`src/rtl/pipeline_flow_ctrl_pkg.sv`:
```
// pipeline_flow_ctrl_pkg: shared defaults and width helpers for the pipeline flow controller
package pipeline_flow_ctrl_pkg;

    localparam int DEF_WIDTH      = 8;
    localparam int DEF_NOF_STAGES = 4;
    localparam int MAX_NOF_STAGES = 64;

    function automatic int cnt_w(input int depth);
        return $clog2(depth + 1);
    endfunction

    function automatic int ptr_w(input int depth);
        return depth > 1 ? $clog2(depth) : 1;
    endfunction

endpackage

```
`src/rtl/pipeline_out_fifo.sv`:
```
// pipeline_out_fifo: output buffer catching pipeline data; any depth, pointers wrap modulo DEPTH
module pipeline_out_fifo
    import pipeline_flow_ctrl_pkg::*;
#(
    parameter int WIDTH = DEF_WIDTH,
    parameter int DEPTH = DEF_NOF_STAGES + 2
) (
    input  logic                      clk_i,
    input  logic                      rst_ni,
    input  logic                      clr_i,
    input  logic                      push_i,
    input  logic [WIDTH-1:0]          data_i,
    input  logic                      pop_i,
    output logic [WIDTH-1:0]          data_o,
    output logic [cnt_w(DEPTH)-1:0]   cnt_o,
    output logic                      full_o,
    output logic                      empty_o
);

    localparam int CW = cnt_w(DEPTH);
    localparam int PW = ptr_w(DEPTH);

    logic [WIDTH-1:0] mem [DEPTH];
    logic [PW-1:0]    wr_q, rd_q;
    logic [CW-1:0]    cnt_q;
    logic             wr_en, rd_en;

    function automatic logic [PW-1:0] nxt(input logic [PW-1:0] p);
        return p == PW'(DEPTH - 1) ? '0 : p + 1'b1;
    endfunction

    assign full_o  = cnt_q == CW'(DEPTH);
    assign empty_o = cnt_q == '0;
    assign rd_en   = pop_i & !empty_o;
    // a full FIFO still takes a push when the head leaves in the same cycle
    assign wr_en   = push_i & (!full_o | rd_en);
    assign cnt_o   = cnt_q;
    assign data_o  = mem[rd_q];

    always_ff @(posedge clk_i or negedge rst_ni) begin
        if (!rst_ni) begin
            wr_q  <= '0;
            rd_q  <= '0;
            cnt_q <= '0;
        end else if (clr_i) begin
            wr_q  <= '0;
            rd_q  <= '0;
            cnt_q <= '0;
        end else begin
            if (wr_en) wr_q <= nxt(wr_q);
            if (rd_en) rd_q <= nxt(rd_q);
            cnt_q <= cnt_q + CW'(wr_en) - CW'(rd_en);
        end
    end

    always_ff @(posedge clk_i) begin
        if (wr_en & !clr_i) mem[wr_q] <= data_i;
    end

endmodule

```
`src/rtl/pipeline_flow_ctrl.sv`:
```
// pipeline_flow_ctrl: credit-based valid/ready wrapper around a fixed-latency, non-stalling pipeline
module pipeline_flow_ctrl
    import pipeline_flow_ctrl_pkg::*;
#(
    parameter int WIDTH      = DEF_WIDTH,
    parameter int NOF_STAGES = DEF_NOF_STAGES,
    parameter int FIFO_DEPTH = NOF_STAGES + 2
) (
    input  logic             clk_i,
    input  logic             rst_ni,
    input  logic             flush_i,
    input  logic             s_valid_i,
    output logic             s_ready_o,
    input  logic [WIDTH-1:0] s_data_i,
    output logic [WIDTH-1:0] pipe_data_o,
    input  logic [WIDTH-1:0] pipe_data_i,
    output logic             m_valid_o,
    input  logic             m_ready_i,
    output logic [WIDTH-1:0] m_data_o,
    output logic             busy_o,
    output logic             overflow_o
);

    localparam int CW = cnt_w(FIFO_DEPTH);

    if (FIFO_DEPTH < 1 || NOF_STAGES < 1 || NOF_STAGES > MAX_NOF_STAGES) begin : g_param_chk
        $error("pipeline_flow_ctrl: need FIFO_DEPTH >= 1 and 1 <= NOF_STAGES <= 64");
    end

    logic [NOF_STAGES-1:0] vld_sr;
    logic [CW-1:0]         inflight_q, fifo_cnt;
    logic                  accept, push, pop, fifo_full, fifo_empty;

    // every beat in flight owns a FIFO slot, so the FIFO can never be overrun
    assign s_ready_o   = rst_ni & !flush_i & (({1'b0, inflight_q} + {1'b0, fifo_cnt}) < (CW + 1)'(FIFO_DEPTH));
    assign accept      = s_valid_i & s_ready_o;
    assign push        = vld_sr[NOF_STAGES-1];
    assign m_valid_o   = !fifo_empty;
    assign pop         = m_valid_o & m_ready_i;
    assign pipe_data_o = accept ? s_data_i : '0;
    assign busy_o      = |vld_sr | !fifo_empty;

    always_ff @(posedge clk_i or negedge rst_ni) begin
        if (!rst_ni) begin
            vld_sr     <= '0;
            inflight_q <= '0;
            overflow_o <= 1'b0;
        end else begin
            overflow_o <= overflow_o | (push & fifo_full & !pop & !flush_i);
            if (flush_i) begin
                vld_sr     <= '0;
                inflight_q <= '0;
            end else begin
                vld_sr     <= (vld_sr << 1) | NOF_STAGES'(accept);
                inflight_q <= inflight_q + CW'(accept) - CW'(push);
            end
        end
    end

    pipeline_out_fifo #(
        .WIDTH (WIDTH),
        .DEPTH (FIFO_DEPTH)
    ) u_fifo (
        .clk_i   (clk_i),
        .rst_ni  (rst_ni),
        .clr_i   (flush_i),
        .push_i  (push),
        .data_i  (pipe_data_i),
        .pop_i   (pop),
        .data_o  (m_data_o),
        .cnt_o   (fifo_cnt),
        .full_o  (fifo_full),
        .empty_o (fifo_empty)
    );

endmodule

```
`config.mk`:
```
export PLATFORM = sky130hd
export DESIGN_NAME = pipeline_flow_ctrl
export DESIGN_NICKNAME = d
export VERILOG_FILES = /design/src/rtl/pipeline_flow_ctrl_pkg.sv /design/src/rtl/pipeline_out_fifo.sv /design/src/rtl/pipeline_flow_ctrl.sv
export SDC_FILE = /design/constraint.sdc
export NUM_CORES = 1
export LEC_CHECK = 0
export ABC_AREA = 1
export BUFFER_PORTS_ARGS = -buffer_cell sky130_fd_sc_hd__buf_2
export CORE_MARGIN = 10
export CORE_UTILIZATION = 45
export DETAILED_ROUTE_END_ITERATION = 10
export GPL_ROUTABILITY_DRIVEN = 0
export PLACE_DENSITY = 0.77
export SETUP_SLACK_MARGIN = 0.1
export SYNTH_ARGS = -nofsm -noshare
export SYNTH_HDL_FRONTEND = slang
export SYNTH_HIERARCHICAL = 1
export SYNTH_SLANG_ARGS = --single-unit
```
`constraint.sdc`:
```
create_clock -name clk_i -period 3.1 [get_ports clk_i]
set_input_delay 0.465 -clock clk_i [delete_from_list [all_inputs] [get_ports clk_i]]
set_output_delay 0.465 -clock clk_i [all_outputs]
set_load 0.005 [all_outputs]
```
==> flow_summary_export.csv <==
group,metric,value,unit
die,core_area,0.00646,mm²
sta,fmax,0.373,GHz
clocking,clkTransAtPathRegs,0.08,ns
layout,num_antenna_cells,0,
sta,worst_pin_slew,0.504,ns
clocking,cts_hold_buffers,0,
pwr,power.total,1.65,mW
yosys,synth_nets,350,
critical_path,worstSetupPathType,"reg -> reg",
critical_path,path_buf_inv,3,
layout,utilization,0.550,
critical_path,end_kind,"register",
routing,routed_wl,6.42,mm
clocking,root_buffer,"clkbuf_8",
critical_path,slowest_delay,0.43,ns
clocking,cts_tree,"yes",
yosys,ys_seq_area_frac,0.610,
yosys,synth_area,0.00306,mm²
yosys,synthFlopType,"edfxtp_1",
place,numPortBuffers,40,
sta,hold_viol,0,
pwr,leakage,1.70,nW
clocking,cts_buffers,9,
global_routing,overflow,0,
yosys,syn_area_per_cell,9.53,µm²
status,status,"finished clean",
pwr,vdd.ir_drop.worst,0.208,mV
layout,multi_input_area,951,µm²
critical_path,crit_family,"adder cells",
layout,area_delta_synth_final,16.2,%
global_routing,grt_pass1_wl,10.7,mm
sta,finalSetupTns,0,ns
clocking,clk_path_buf_depth,2,
die,die_w,102,µm
yosys,synth_seq_cells,65,
yosys,synth_edf_count,48,
pwr,p_int,1.26,mW
place,post-dp-hpwl,4.43,mm
clocking,cts_resized,0,
global_routing,grt_start_max_net_pins,23,
die,initial_core_util,0.473,
die,row_count,29,
yosys,synthDistinctLibCells,24,
routing,vias,2255,
hold_path,hp-class,"in -> async",
layout,final_nets,404,
routing,postRouteAntennaNets,0,
sta,maxSlewHeadroom,0.663,
critical_path,cp_cell_sequence,"nand2_1, inv_1, fa_1, or2_1, nand3_1, nand3_4, ha_1, inv_1, ha_1, inv_1, fa_1, nor2_1, nor2_1",
critical_path,cp_common_cell,"inv_1",
pwr,comb_power_share,0.039,
global_routing,grtUsageTotal,0.134,
clocking,post-cts-setup-buffer-count,0,
global_routing,antenna_found_initial,0,
pwr,p_seq_frac,0.573,
die,die_y,102,µm
sta,rsz0062_at_grt,"false",
critical_path,startpoint_type,"register",
routing,dr.pass1.iters,4,
sta,finalSetupViolCount,0,
clocking,cts.sinks,65,
yosys,yosysWarningCount,6,
flow_run,maxCapViolations,0,
yosys,syn_inst,321,
clocking,clkLatencyLatePin,0.36,ns
routing,drc,0,
pwr,powerDensity,464,mW/mm²
routing,vias_per_cell,4.93,
critical_path,cp.required,3.36,ns
clocking,h-tree-depth,3,
sta,drv_slew,0,
critical_path,worstPathMaxFanout,10,
sta,hold_ws,0.0730,ns
sta,min_period,2.68,ns
routing,wl_per_cell,14.1,µm
pwr,switching_share,0.238,
die,ios,41,
critical_path,arrival,2.94,ns
layout,drive_gt1_frac,0.218,
sta,period_share,0.865,
layout,ff_latch_area,0.00187,mm²
layout,fill_cells,559,
yosys,async_flop_share,0.262,
pwr,p_switching,392,µW
global_routing,grt_pass1_vias,2266,
pwr,clockPowerShare,0.389,
sta,fin_skew,0.00844,ns
critical_path,cp_slowest_cell,"dfrtp_1",
die,die_area,0.0105,mm²
routing,drtIter0Drc,195,
area by class of cell:
type | count | area share
Clock buffer | 10 | 0.0359
Tap cell | 77 | 0.0271
Inverter | 55 | 0.0581
Clock inverter | 6 | 0.0123
Timing Repair Buffer | 48 | 0.0733
Multi-Input combinational cell | 196 | 0.268
Sequential cell | 65 | 0.526
worst paths after layout:
path | from | to | slack (ns) | cells past startpoint
worst max-delay path | u_fifo/cnt_o[0]$_DFF_PN0_ | inflight_q[2]$_DFF_PN0_ | 0.42 | 13
worst min-delay path | rst_ni | vld_sr[0]$_DFF_PN0_ | 0.07 | 2
worst max register to register | u_fifo/cnt_o[0]$_DFF_PN0_ | inflight_q[2]$_DFF_PN0_ | 0.42 | 13
worst min register to register | overflow_o$_DFF_PN0_ | overflow_o$_DFF_PN0_ | 0.49 | 1
max in group asynchronous | rst_ni | u_fifo/rd_q[1]$_DFFE_PN0P_ | 2.83 | 2
min in group clk_i | pipe_data_i[4] | u_fifo/mem[4][4]$_DFFE_PP_ | 0.34 | 1
registers in the layout (all words and copies together), names as in the netlist:
register	flops
u_fifo/mem	48
vld_sr	4
u_fifo/wr_q	3
u_fifo/rd_q	3
inflight_q	3
u_fifo/cnt_o	3
overflow_o	1
cell usage after synthesis (all sizes together) (2+ instances only):
cell	number	area, µm²
o21ai	8	40.0
ha	5	62.6
a21oi	2	13.8
xor2	2	17.5
buf	5	33.8
inv	55	206
nand4	2	12.5
edfxtp	48	1440
nor2	51	216
fa	3	60.1
dfrtp	17	425
nand2	87	329
nand3	32	173
placed cells by master (no fill, tap or decap), drive strengths merged:
| cell type | instances |
|---|---|
| a21oi | 2 |
| and2 | 1 |
| buf | 48 |
| clkbuf | 10 |
| clkinv | 4 |
| clkinvlp | 1 |
| dfrtp | 17 |
| edfxtp | 48 |
| fa | 3 |
| ha | 5 |
| inv | 56 |
| nand2 | 87 |
| nand3 | 32 |
| nand4 | 2 |
| nor2 | 51 |
| nor3 | 1 |
| o21ai | 8 |
| o21bai | 1 |
| or2 | 1 |
| xor2 | 2 |
power by group through the flow:
stage | Combinational (mW) | Clock, mW | Sequential (mW)
after detailed placement | 0.0649 | 0 | 0.963
after CTS | 0.0653 | 0.649 | 0.944
final | 0.0639 | 0.641 | 0.944
after global routing | 0.0740 | 0.679 | 0.944
after global placement | 0.0626 | 0 | 0.962
after floorplan | 0.0276 | 0 | 0.961
through the flow:
stage | setup slack (ns) | instance area (µm²) | instances
6_report | 0.417 | 3550 | 457
5_1_grt | 0.231 | 3550 | 457
4_1_cts | 0.391 | 3550 | 457
3_5_place_dp | 0.426 | 3380 | 441
3_3_place_gp | 0.494 | 3380 | 441
2_1_floorplan | 0.583 | 3060 | 321
metal layers:
metal	up-vias	wire [µm]	track usage	share of wire
met1	1064	2810	0.156	0.44
met3	12	365	0.0412	0.057
met2	60	3100	0.214	0.48
li1	1119	-	-	-
met5	-	0	0	0
met4	0	146	0.0770	0.023
cell families after synthesis:
group	after synthesis	share of synthesized area
xor+xnor	2	0.00573
flops	65	0.610
compound gates	11	0.0200
fa+ha+maj	8	0.0401
simple gates	175	0.245
buf+inv	60	0.0786
worst register-to-register path: stages (launching register included):
cell and delay (ns):
dfrtp_1 0.43, nand2_1 0.11, inv_1 0.06, fa_1 0.37
or2_1 0.22, nand3_1 0.14, nand3_4 0.18, ha_1 0.32
inv_1 0.05, ha_1 0.12, inv_1 0.05, fa_1 0.37
nor2_1 0.11, nor2_1 0.05
Power figures use the tool's default switching activity.
